## src/rtl/mem_lsu.sv

```systemverilog
// mem_lsu: MEM-stage load/store unit for the eMIPS3 pipeline.
// Turns one ID/EX memory operation into an SRAM-like bus access and stalls
// the pipeline until the access finishes. Load data returned by the bus is
// aligned and sign- or zero-extended for write-back.
// Optional feature: define MEM_ALIGN_CHECK_EN to trap misaligned half/word
// accesses with adel/ades. When it is undefined, misaligned accesses go to
// the bus unmodified.
module mem_lsu (
  input  logic        clk,
  input  logic        rst_n,
  input  logic        flush,
  input  logic        req_valid,
  output logic        req_ready,
  input  logic        req_wr,
  input  logic [3:0]  req_wen,
  input  logic [31:0] req_addr,
  input  logic [31:0] req_wdata,
  input  logic [2:0]  req_ext_op,
  input  logic [4:0]  req_dst,
  output logic        data_req,
  output logic        data_wr,
  output logic [1:0]  data_size,
  output logic [31:0] data_addr,
  output logic [3:0]  data_wstrb,
  output logic [31:0] data_wdata,
  input  logic        data_addr_ok,
  input  logic        data_data_ok,
  input  logic [31:0] data_rdata,
  output logic        stall,
  output logic        resp_valid,
  output logic [31:0] resp_rdata,
  output logic [4:0]  resp_dst,
  output logic        adel,
  output logic        ades,
  output logic [31:0] bad_vaddr
);

  typedef enum logic [1:0] {
    S_IDLE = 2'd0,
    S_ADDR = 2'd1,
    S_DATA = 2'd2
  } state_t;

  state_t      state_q, state_d;
  logic [31:0] addr_q, wdata_q;
  logic [3:0]  wen_q;
  logic [2:0]  ext_op_q;
  logic [4:0]  dst_q;
  logic [1:0]  size_q, req_size;
  logic        wr_q, killed_q;
  logic        accept, launch, complete, kill_now, suppressed, misaligned;

  // Bus size code: stores follow the number of enabled lanes, loads the ext code.
  function automatic logic [1:0] size_of(input logic wr, input logic [3:0] wen,
                                         input logic [2:0] ext_op);
    logic [1:0] sz;
    if (wr) begin
      case (wen)
        4'b0001, 4'b0010, 4'b0100, 4'b1000: sz = 2'd0;
        4'b0011, 4'b1100:                   sz = 2'd1;
        default:                            sz = 2'd2;
      endcase
    end else begin
      if (ext_op[2])      sz = 2'd2;
      else if (ext_op[1]) sz = 2'd1;
      else                sz = 2'd0;
    end
    return sz;
  endfunction

  // Replicate the store value across every lane it could land in.
  function automatic logic [31:0] replicate(input logic [1:0] sz, input logic [31:0] w);
    logic [31:0] r;
    case (sz)
      2'd0:    r = {4{w[7:0]}};
      2'd1:    r = {2{w[15:0]}};
      default: r = w;
    endcase
    return r;
  endfunction

  // Pick the addressed byte/half out of the bus word and extend it.
  function automatic logic [31:0] extract(input logic [31:0] rd, input logic [1:0] off,
                                          input logic [2:0] op);
    logic [7:0]  b;
    logic [15:0] h;
    logic [31:0] r;
    case (off)
      2'd0:    b = rd[7:0];
      2'd1:    b = rd[15:8];
      2'd2:    b = rd[23:16];
      default: b = rd[31:24];
    endcase
    h = off[1] ? rd[31:16] : rd[15:0];
    case (op)
      3'b000:  r = {{24{b[7]}}, b};
      3'b001:  r = {24'd0, b};
      3'b010:  r = {{16{h[15]}}, h};
      3'b011:  r = {16'd0, h};
      default: r = rd;
    endcase
    return r;
  endfunction

  assign req_size   = size_of(req_wr, req_wen, req_ext_op);
  assign suppressed = req_wr & (req_wen == 4'b0000);

`ifdef MEM_ALIGN_CHECK_EN
  assign misaligned = ~suppressed &
                      (((req_size == 2'd1) & req_addr[0]) |
                       ((req_size == 2'd2) & (req_addr[1:0] != 2'b00)));
`else
  assign misaligned = 1'b0;
`endif

  // State register.
  always_ff @(posedge clk) begin
    if (!rst_n) state_q <= S_IDLE;
    else        state_q <= state_d;
  end

  // Next-state and handshake decode.
  // NOTE: every signal driven here gets a default first so no path leaves it
  // unassigned; otherwise synthesis would infer a latch.
  always_comb begin
    state_d   = state_q;
    req_ready = 1'b0;
    data_req  = 1'b0;
    accept    = 1'b0;
    launch    = 1'b0;
    complete  = 1'b0;
    kill_now  = 1'b0;
    case (state_q)
      S_IDLE: begin
        req_ready = 1'b1;
        accept    = req_valid & ~flush;
        launch    = accept & ~suppressed & ~misaligned;
        if (launch) state_d = S_ADDR;
      end
      S_ADDR: begin
        data_req = 1'b1;
        if (data_addr_ok) begin
          // Address already on the bus: a flush can only mute the result.
          kill_now = flush;
          complete = data_data_ok;
          if (data_data_ok) state_d = S_IDLE;
          else              state_d = S_DATA;
        end else if (flush) begin
          state_d = S_IDLE;
        end
      end
      S_DATA: begin
        kill_now = flush;
        complete = data_data_ok;
        if (data_data_ok) state_d = S_IDLE;
      end
      default: state_d = S_IDLE;
    endcase
  end

  assign stall      = (state_q != S_IDLE);
  assign data_wr    = data_req & wr_q;
  assign data_size  = data_req ? size_q : 2'd0;
  assign data_addr  = data_req ? addr_q : 32'd0;
  assign data_wstrb = data_wr ? wen_q : 4'd0;
  assign data_wdata = data_wr ? wdata_q : 32'd0;

  // Latch the accepted operation and register the load response.
  // NOTE: state is updated with non-blocking assignments so every register
  // samples pre-edge values regardless of statement order.
  always_ff @(posedge clk) begin
    if (!rst_n) begin
      addr_q     <= 32'd0;
      wdata_q    <= 32'd0;
      wen_q      <= 4'd0;
      ext_op_q   <= 3'd0;
      dst_q      <= 5'd0;
      size_q     <= 2'd0;
      wr_q       <= 1'b0;
      killed_q   <= 1'b0;
      resp_valid <= 1'b0;
      resp_rdata <= 32'd0;
      resp_dst   <= 5'd0;
    end else begin
      resp_valid <= 1'b0;
      if (accept) begin
        addr_q   <= req_addr;
        wdata_q  <= replicate(req_size, req_wdata);
        wen_q    <= req_wen;
        ext_op_q <= req_ext_op;
        dst_q    <= req_dst;
        size_q   <= req_size;
        wr_q     <= req_wr;
        killed_q <= 1'b0;
      end else if (kill_now) begin
        killed_q <= 1'b1;
      end
      if (complete & ~wr_q & ~killed_q & ~flush) begin
        resp_valid <= 1'b1;
        resp_rdata <= extract(data_rdata, addr_q[1:0], ext_op_q);
        resp_dst   <= dst_q;
      end
    end
  end

`ifdef MEM_ALIGN_CHECK_EN
  logic        adel_q, ades_q;
  logic [31:0] bad_vaddr_q;

  // One-cycle address-error pulse for a misaligned access seen at accept.
  always_ff @(posedge clk) begin
    if (!rst_n) begin
      adel_q      <= 1'b0;
      ades_q      <= 1'b0;
      bad_vaddr_q <= 32'd0;
    end else begin
      adel_q <= accept & misaligned & ~req_wr;
      ades_q <= accept & misaligned & req_wr;
      if (accept & misaligned) bad_vaddr_q <= req_addr;
    end
  end

  assign adel      = adel_q;
  assign ades      = ades_q;
  assign bad_vaddr = bad_vaddr_q;
`else
  assign adel      = 1'b0;
  assign ades      = 1'b0;
  assign bad_vaddr = 32'd0;
`endif

endmodule
```

## config.mk

```make
export PLATFORM = sky130hd
export DESIGN_NAME = mem_lsu
export DESIGN_NICKNAME = d
export VERILOG_FILES = /design/src/rtl/mem_lsu.sv
export SDC_FILE = /design/constraint.sdc
export NUM_CORES = 1
export LEC_CHECK = 0
export ABC_AREA = 1
export CORE_MARGIN = 1
export CORE_UTILIZATION = 35
export CTS_BUF_LIST = sky130_fd_sc_hd__clkbuf_8
export DETAILED_ROUTE_END_ITERATION = 10
export PLACE_DENSITY = 0.73
export SLEW_MARGIN = 20
export SYNTH_ARGS = -nofsm -noshare
export SYNTH_HDL_FRONTEND = slang
export SYNTH_SLANG_ARGS = --single-unit
```

## constraint.sdc

```tcl
create_clock -name clk -period 2 [get_ports clk]
set_input_delay 0.3 -clock clk [delete_from_list [all_inputs] [get_ports clk]]
set_output_delay 0.3 -clock clk [all_outputs]
set_load 0.01 [all_outputs]
```

==> results of run 1 <==
-- through the flow --
step	utilization (%)	TNS, ns
after global placement	50.59	0
after detailed placement	50.59	0
after CTS	53.20	-0.01382
after global routing	52.72	-0.4560
final	52.72	0
after floorplan	-	0
-- registers in the layout (all words and copies together), names as in the netlist --
register    count
addr_q         32
dst_q           5
ext_op_q        3
killed_q        1
resp_dst        5
resp_rdata     32
resp_valid      1
size_q          2
state_q         2
wdata_q        32
wen_q           4
wr_q            1
-- power by group through the flow --
| stage | logic, W | clock network [W] | registers, W |
|---|---|---|---|
| after global routing | 0.00239 | 0.00235 | 0.00288 |
| after global placement | 0.00202 | 0 | 0.00289 |
| after floorplan | 0.00122 | 0 | 0.00288 |
| final | 0.00218 | 0.00218 | 0.00285 |
| after detailed placement | 0.00205 | 0 | 0.00289 |
| after CTS | 0.00217 | 0.00224 | 0.00285 |
-- routing by layer --
metal  track usage [%]  wire (µm)
met1             25.44       8008
met2             35.81       8926
met3             6.009       1624
met4             9.596        593
met5                 0          0
-- cell families (layout without fill, tap and decap cells) --
family	count (synthesis)	count (layout)	synth area share, %
AND/OR/NAND/NOR	424	424	29.60
AO/OA/AOI/OAI	126	126	13.57
other	1	34	0.06153
buffers and inverters	206	423	16.73
flip-flops	120	120	39.42
adder cells (fa/ha/maj)	3	3	0.6160
-- worst max-delay path: cells and delay by family (launching register included) --
kind / cells / cell delay, ns
buffers and inverters: 4 / 0.52
DFF: 1 / 0.33
and+or+nand+nor: 2 / 0.19
adders and majority gates: 1 / 0.18
-- area by class of cell --
cell class                 instances  area share [%]
timing repair buffer             262           27.83
clock buffer                      21           3.260
multi-input combinational        587           31.91
tap                              220           3.105
inverter                         129           5.518
sequential                       120           27.12
clock inverter                    11           1.256
-- worst min path at each step --
| stage | end | start | cells after the start |
|---|---|---|---|
| floorplan | addr_q[0]$_SDFFE_PN0P_ | req_addr[0] | 2 |
| global placement | wdata_q[12]$_SDFFE_PN0P_ | wdata_q[12]$_SDFFE_PN0P_ | 2 |
| detailed placement | wdata_q[8]$_SDFFE_PN0P_ | wdata_q[8]$_SDFFE_PN0P_ | 2 |
| CTS | addr_q[1]$_SDFFE_PN0P_ | req_addr[1] | 3 |
| global route | addr_q[1]$_SDFFE_PN0P_ | req_addr[1] | 3 |
| finish | addr_q[1]$_SDFFE_PN0P_ | req_addr[1] | 3 |
-- repair_timing --
item / in CTS / in global routing
buffers inserted: 7 / 1
gates cloned: 2 / 0
pin swaps: 0 / 0
resized for setup: 153 / 55
setup endpoints to repair: 74 / 62
-- cells in the mapped netlist (all sizes together) --
library cell / instances
nand3: 59
clkinv: 1
nor3: 3
o211ai: 6
conb: 1
nor3b: 7
nand2: 255
inv: 128
nand4: 1
o22ai: 8
nor2: 99
a21oi: 25
buf: 65
a22o: 34
dfxtp: 120
ha: 3
o21ai: 51
a21o: 1
clkbuf: 12
o221ai: 1
==> flow_summary.json, run 1 <==
{
  "path_class": "reg2out",
  "status": "completed",
  "p_sw_w": 0.002394,
  "antenna_cells": 0,
  "layout_common_cells": "nand2_1, clkdlybuf4s50_1, inv_1, dfxtp_1, nor2_1",
  "drive_above_1_share_pct": 13.19,
  "fin_crit_ns": 1.960,
  "place_ws_ns": 0.01227,
  "placed_cells": 1308,
  "die-area_um2": 17950,
  "clk_latency_ns": 0.45,
  "cts-root-buf": "clkbuf_8",
  "cp_slowest_stage_delay_ns": 0.33,
  "critPathRequiredTime_ns": 1.70,
  "p_seq_share_pct": 39.5,
  "fp.dieW_um": 134.0,
  "antenna_found_initial": 0,
  "layout_commonest_cell": "nand2_1",
  "r2r_start": "state_q[1]$_SDFFE_PN0P_",
  "hp-class": "in2reg",
  "cp-startpoint": "state_q[1]$_SDFFE_PN0P_",
  "clock_sinks": 120,
  "holdWs_ns": 0.4098,
  "report.final.slew_viol_count": 0,
  "path_cells": "inv_2 > ha_4 > nand2_4 > buf_12 > buf_4 > nor2_1 > buf_2",
  "die_h_um": 134.0,
  "yosys-top-cells-area": "dfxtp_1, nand2_1, inv_1",
  "netlist_instances": 880,
  "gp_congestion": 0.8829,
  "first_pass_iters": 5,
  "cts_buffer_depth": 2,
  "yosysTopAreaCellShare_pct": 39.42,
  "core_um2": 16820,
  "synth-seq-cells": 120,
  "p_leak_nw": 4.269,
  "grt_max_degree": 53,
  "fin_crit_sh_pct": 97.99,
  "peakVddDrop_v": 0.0004045,
  "grt_pass1_wl_um": 29950,
  "p_int_w": 0.004813,
  "cpMaxStageDelayCell": "dfxtp_2",
  "ctsHoldBuffers": 0,
  "synth.distinct_cells": 35,
  "cts_max_level": 4,
  "cp_max_fo": 6,
  "fillCellCount": 1665,
  "port_buffers": 226,
  "numCtsBuffers": 17,
  "syn_area_per_cell_um2": 6.926,
  "r2r_slack_ns": 0.16,
  "rsz0062_at_grt": "yes",
  "max_freq_mhz": 510.2,
  "startpoint_type": "flip-flop",
  "maxCapViolations": 0,
  "wl_per_cell_um": 14.19,
  "ys_seq_area_share_pct": 39.42,
  "num_vias": 6267,
  "grt_usage_pct": 21.42,
  "ios": 261,
  "initial_core_util_pct": 36.24,
  "dpl.hpwl_um": 13730,
  "cts_tree": "built",
  "arrival_ns": 1.66,
  "stdcell_count": 1350,
  "finalNetCount": 1235,
  "p_clk_share_pct": 30.3,
  "cp-endpoint": "data_wdata[23]",
  "switching_share_pct": 33.22,
  "first_iter_violations": 298,
  "rr_endpoint": "resp_rdata[30]$_SDFFE_PN0P_",
  "multiInputGateArea_um2": 2829,
  "drc": 0,
  "rows": 47,
  "setup_violations": 0,
  "clkTransAtPathRegs_ns": 0.07,
  "synth_area_um2": 6095,
  "endpoint_kind": "output port",
  "register_area_um2": 2405,
  "timing.final.ws_setup_ns": 0.04015,
  "grt_pass1_vias": 5980,
  "hold_viol": 0,
  "skew_ns": 0.01195,
  "area_growth_pct": 45.47,
  "reg2regPathDepth": 11,
  "synth_top_cell_by_area": "dfxtp_1",
  "antenna_left": 0,
  "ys_warn_count": 0,
  "power_density_nw_per_um2": 812.9,
  "wl_um": 19150,
  "total_power_w": 0.007208,
  "vias_per_cell": 4.642,
  "combPwrFrac_pct": 30.2,
  "place_area_um2": 8508,
  "grt_overflow_total": 0,
  "fin_area_um2": 8866
}
Power figures use the tool's default switching activity.
==> run 2, diff against run 1 <==
==> constraint.sdc (replaced) <==
create_clock -name clk -period 2.3 [get_ports clk]
set_input_delay 0.345 -clock clk [delete_from_list [all_inputs] [get_ports clk]]
set_output_delay 0.345 -clock clk [all_outputs]
set_load 0.01 [all_outputs]
==> run 2 against run 1 <==
Combinational power decreased by 19%; clock skew about the same; non-clock buffer count down 18; global-route usage fell by 0.30 points; flip-flop and latch count did not move; first-iteration DRC count rose by 16%; sequential power is 13% lower.
==> flow_summary.json, run 2 (synthesized netlist as in run 1, its figures left out) <==
{
  "antenna_found_initial": 0,
  "ios": 261,
  "numCtsBuffers": 17,
  "r2r_slack_ns": 0.44,
  "vias_per_cell": 4.643,
  "grt_max_degree": 70,
  "use_met2_pct": 34.14,
  "layout_commonest_cell": "nand2_1",
  "cts_tree": "built",
  "drive_above_1_share_pct": 6.841,
  "skew_ns": 0.01196,
  "dpl.hpwl_um": 13560,
  "grt_util_met1_pct": 26.24,
  "rr_endpoint": "addr_q[21]$_SDFFE_PN0P_",
  "reg2regPathDepth": 6,
  "worst_pin_slew_ns": 0.9258,
  "max_freq_mhz": 454.9,
  "antenna_left": 0,
  "final.setup.tns_ns": 0,
  "cts-root-buf": "clkbuf_8",
  "fin_crit_sh_pct": 95.58,
  "top_usage_layer": "met2",
  "critPathRequiredTime_ns": 1.96,
  "rows": 47,
  "crit_family": "buffers and inverters",
  "top_regs": "addr_q (32), resp_rdata (32), wdata_q (32)",
  "r2r_start": "state_q[0]$_SDFFE_PN0P_",
  "cp_slowest_stage_delay_ns": 0.55,
  "drc": 0,
  "hold_path_depth": 2,
  "first_pass_iters": 5,
  "startpoint_type": "flip-flop",
  "finalNetCount": 1217,
  "crit_buf_inv": 4,
  "relSlewSlack_pct": 38.19,
  "grt_usage_pct": 21.11,
  "total_power_w": 0.006087,
  "path_cells": "inv_2 > ha_4 > clkbuf_16 > nand2_1 > inv_1 > clkdlybuf4s50_1",
  "fillCellCount": 1651,
  "hp-class": "reg2reg",
  "setup_violations": 0,
  "core_um2": 16820,
  "p_leak_nw": 4.286,
  "antenna_cells": 0,
  "first_iter_violations": 345,
  "grt_overflow_total": 0,
  "area_growth_pct": 44.47,
  "report.final.slew_viol_count": 0,
  "layout_common_cells": "nand2_1, clkdlybuf4s50_1, inv_1, dfxtp_1, nor2_1",
  "cp_max_fo": 18,
  "initial_core_util_pct": 36.24,
  "port_buffers": 226,
  "path_class": "reg2out",
  "gp_congestion": 0.8515,
  "fp.dieW_um": 134.0,
  "grt_pass1_vias": 5675,
  "die_h_um": 134.0,
  "wl_um": 19090,
  "die-area_um2": 17950,
  "cpMaxStageDelayCell": "clkdlybuf4s50_1",
  "clock_sinks": 120,
  "hold_end": "resp_dst[4]$_SDFFE_PN0P_",
  "endpoint_kind": "output port",
  "clk_latency_ns": 0.43,
  "clkTransAtPathRegs_ns": 0.07,
  "cts_max_level": 4,
  "rsz0062_at_grt": "no",
  "grt_pass1_wl_um": 29460,
  "fin_crit_ns": 2.198,
  "status": "completed",
  "maxCapViolations": 0,
  "cts_buffer_depth": 2,
  "arrival_ns": 1.85,
  "met3_usage_pct": 6.198,
  "power_density_nw_per_um2": 691.4,
  "hold_viol": 0,
  "peakVddDrop_v": 0.0003255,
  "num_vias": 6180,
  "wl_per_cell_um": 14.34,
  "min_from": "dst_q[4]$_SDFFE_PN0P_"
}
[run 2: worst max path at each step]
stage / startpoint / end / depth (start not counted)
after floorplan: state_q[1]$_SDFFE_PN0P_ / data_wr / 6
after global placement: flush / addr_q[3]$_SDFFE_PN0P_ / 6
after detailed placement: flush / size_q[1]$_SDFFE_PN0P_ / 8
after CTS: state_q[1]$_SDFFE_PN0P_ / data_addr[1] / 6
after global routing: state_q[1]$_SDFFE_PN0P_ / data_addr[13] / 6
final: state_q[1]$_SDFFE_PN0P_ / data_addr[24] / 6
[run 2: power by group]
part           internal [W]  leakage, nW  switching (W)
Sequential          0.00233        0.975       0.000148
Combinational      0.000789         3.11       0.000986
Clock              0.000991        0.198       0.000839
[run 2: per-layer routing]
layer	part of all wire, %	routed length [µm]
met5	0	0
met4	1.9	354
met3	8.4	1608
met2	47	9067
met1	42	8061
[run 2: through the flow]
stage / cells / util, % / setup WS [ns] / hold WS, ns / instance area, µm²
final: 1331 / 52.35 / 0.1017 / 0.4573 / 8805
after global routing: 1331 / 52.35 / 0.007201 / 0.4644 / 8805
after CTS: 1326 / 51.90 / 0.0008753 / 0.4514 / 8730
after detailed placement: 1294 / 49.67 / 0.1487 / 0.4418 / 8353
after global placement: 1294 / 49.67 / 0.2084 / 0.4396 / 8353
after floorplan: 913 / - / 0.6044 / 0.4245 / 6218
[run 2: cell type report]
class	count	area, µm²	share of cell area, %
clock buffer	19	261.5	2.970
clock inverter	12	112.6	1.279
inverter	129	489.2	5.556
multi-input combinational	587	2811	31.93
sequential	120	2404	27.30
tap	220	275.3	3.126
timing repair buffer	244	2451	27.84
[run 2: what timing repair did]
action	4_1_cts	5_1_grt
gates cloned	1	1
hold buffers	0	0
resized for setup	40	9
buffers inserted	0	4
setup endpoints to repair	71	34
[run 2: worst reg2reg max path, cell delays in order (launching register included)]
cell	delay (ns)
dfxtp_2	0.36
inv_1	0.08
ha_1	0.26
nand2_2	0.10
nand2_1	0.07
inv_2	0.68
a22o_1	0.26
==> run 3, diff against run 2 <==
--- a/config.mk
+++ b/config.mk
@@ -7,10 +7,10 @@
 export LEC_CHECK = 0
 export ABC_AREA = 1
 export CORE_MARGIN = 1
-export CORE_UTILIZATION = 35
+export CORE_UTILIZATION = 48
 export CTS_BUF_LIST = sky130_fd_sc_hd__clkbuf_8
 export DETAILED_ROUTE_END_ITERATION = 10
-export PLACE_DENSITY = 0.73
+export PLACE_DENSITY = 0.94
 export SLEW_MARGIN = 20
 export SYNTH_ARGS = -nofsm -noshare
 export SYNTH_HDL_FRONTEND = slang
==> run 3 against run 2 <==
Clock-buffer cell count up 2; non-clock buffer count down 1; worst setup slack worse by 0.021 ns; via count up 5.6%; clock skew down 0.0019 ns; utilization up 20 points; total power up 5.8%; highest routed layer unchanged.
==> flow_summary.json, run 3 (synthesized netlist as in run 1, its figures left out) <==
{
  "status": "completed",
  "p_seq_share_pct": 38.6,
  "cts_tree": "built",
  "drive_above_1_share_pct": 7.021,
  "fillCellCount": 939,
  "die-area_um2": 13150,
  "grt_max_degree": 53,
  "final.setup.tns_ns": 0,
  "fin_area_um2": 8815,
  "endpoint_kind": "output port",
  "layout_commonest_cell": "nand2_1",
  "numCtsBuffers": 17,
  "fin_crit_sh_pct": 96.48,
  "multiInputGateArea_um2": 2811,
  "cts-root-buf": "clkbuf_8",
  "first_iter_violations": 677,
  "gp_congestion": 0.8932,
  "cts_max_level": 4,
  "skew_ns": 0.01011,
  "cp-startpoint": "state_q[1]$_SDFFE_PN0P_",
  "r2r_start": "state_q[0]$_SDFFE_PN0P_",
  "setup_violations": 0,
  "antenna_left": 0,
  "ios": 261,
  "num_vias": 6526,
  "path_class": "reg2out",
  "antenna_cells": 0,
  "top_regs": "addr_q (32), resp_rdata (32), wdata_q (32)",
  "relSlewSlack_pct": 36.07,
  "p_leak_nw": 4.429,
  "antenna_found_initial": 0,
  "grt_usage_pct": 29.31,
  "utilization_pct": 72.18,
  "grt_overflow_total": 0,
  "drc": 0,
  "area_growth_pct": 44.63,
  "p_clk_share_pct": 33.9,
  "max_freq_mhz": 450.6,
  "port_buffers": 226,
  "vias_per_cell": 5.102,
  "clk_latency_ns": 0.45,
  "rows": 40,
  "core_um2": 12210,
  "hp-class": "reg2reg",
  "die_h_um": 114.7,
  "arrival_ns": 1.87,
  "cts_buffer_depth": 2,
  "wl_per_cell_um": 15.07,
  "reg2regPathDepth": 7,
  "p_sw_w": 0.002037,
  "maxCapViolations": 0,
  "grt_pass1_wl_um": 29560,
  "cp-endpoint": "data_addr[20]",
  "fin_crit_ns": 2.219,
  "r2r_slack_ns": 0.35,
  "combPwrFrac_pct": 27.4,
  "report.final.slew_viol_count": 0,
  "dpl.hpwl_um": 13440,
  "grt_pass1_vias": 5995,
  "fp.dieW_um": 114.7,
  "initial_core_util_pct": 49.91,
  "holdWs_ns": 0.4590,
  "clkTransAtPathRegs_ns": 0.07,
  "worst_pin_slew_ns": 0.9575,
  "register_area_um2": 2402,
  "layout_common_cells": "nand2_1, clkdlybuf4s50_1, inv_1, dfxtp_1, nor2_1",
  "rr_endpoint": "wr_q$_SDFFE_PN0P_",
  "stdcell_count": 1279,
  "placed_cells": 1246,
  "hold_viol": 0,
  "peakVddDrop_v": 0.0004053,
  "switching_share_pct": 31.63,
  "place_area_um2": 8305,
  "critPathRequiredTime_ns": 1.96,
  "finalNetCount": 1216,
  "p_int_w": 0.004403,
  "wl_um": 19280,
  "power_density_nw_per_um2": 730.5,
  "min_from": "wdata_q[23]$_SDFFE_PN0P_",
  "clock_sinks": 120,
  "cp_max_fo": 23,
  "cts_setup_buffers": 0,
  "startpoint_type": "flip-flop",
  "first_pass_iters": 7
}
run 3: changes by cell type in the layout (fill, tap and decap cells not counted), moves of 2 or more:
| cell | change |
|---|---|
| clkinv_4 | +3 |
| clkinv_2 | -2 |
| clkdlybuf4s50_1 | -7 |
| dlymetal6s2s_1 | +7 |
| clkbuf_8 | +2 |
| inv_1 | -3 |
| bufinv_16 | +2 |
run 3: stage by stage:
stage	power (W)	setup slack, ns
6_report	0.006440	0.08088
5_1_grt	0.006751	-0.01323
4_1_cts	0.006438	0.002574
3_5_place_dp	0.004216	0.1497
3_3_place_gp	0.004171	0.2395
2_1_floorplan	0.003565	0.6044
run 3: power groups by stage:
stage	sequential (W)	clock [W]	combinational (W)
after floorplan	0.00251	0	0.00106
final	0.00249	0.00219	0.00177
after CTS	0.00248	0.00221	0.00174
after global placement	0.00251	0	0.00166
after detailed placement	0.00252	0	0.00170
after global routing	0.00251	0.00231	0.00193
run 3: final cells by class:
type | instances | area share, %
clock inverter | 11 | 1.930
inverter | 129 | 5.550
multi-input combinational | 587 | 31.90
sequential | 120 | 27.25
tap | 168 | 2.385
timing repair buffer | 243 | 27.71
clock buffer | 21 | 3.279
run 3: metal layers:
metal  wire length (µm)  global-route usage [%]
met5                  0                       0
met4                446                   12.64
met3               1869                   7.358
met2               9527                   49.90
met1               7436                   34.99
run 3: how the worst min path moves through the flow:
stage | end | slack [ns] | cells after the start
CTS | addr_q[0]$_SDFFE_PN0P_ | 0.44 | 3
global placement | wdata_q[12]$_SDFFE_PN0P_ | 0.44 | 2
detailed placement | wdata_q[12]$_SDFFE_PN0P_ | 0.45 | 2
finish | wdata_q[23]$_SDFFE_PN0P_ | 0.46 | 2
floorplan | resp_dst[4]$_SDFFE_PN0P_ | 0.42 | 2
global route | addr_q[0]$_SDFFE_PN0P_ | 0.48 | 3
run 3: what timing repair did:
action / CTS / global route
endpoints found under the hold margin: 0 / 0
cloned: 0 / 1
setup endpoints to repair: 69 / 17
pin swaps: 0 / 0
hold buffers: 0 / 0
gates resized for setup: 42 / 17
run 3: critical path, stage by stage, from the launching register on:
cell	delay, ns
dfxtp_1	0.33
inv_2	0.09
ha_4	0.18
buf_12	0.17
nand2_1	0.07
inv_1	0.06
clkdlybuf4s50_1	0.52
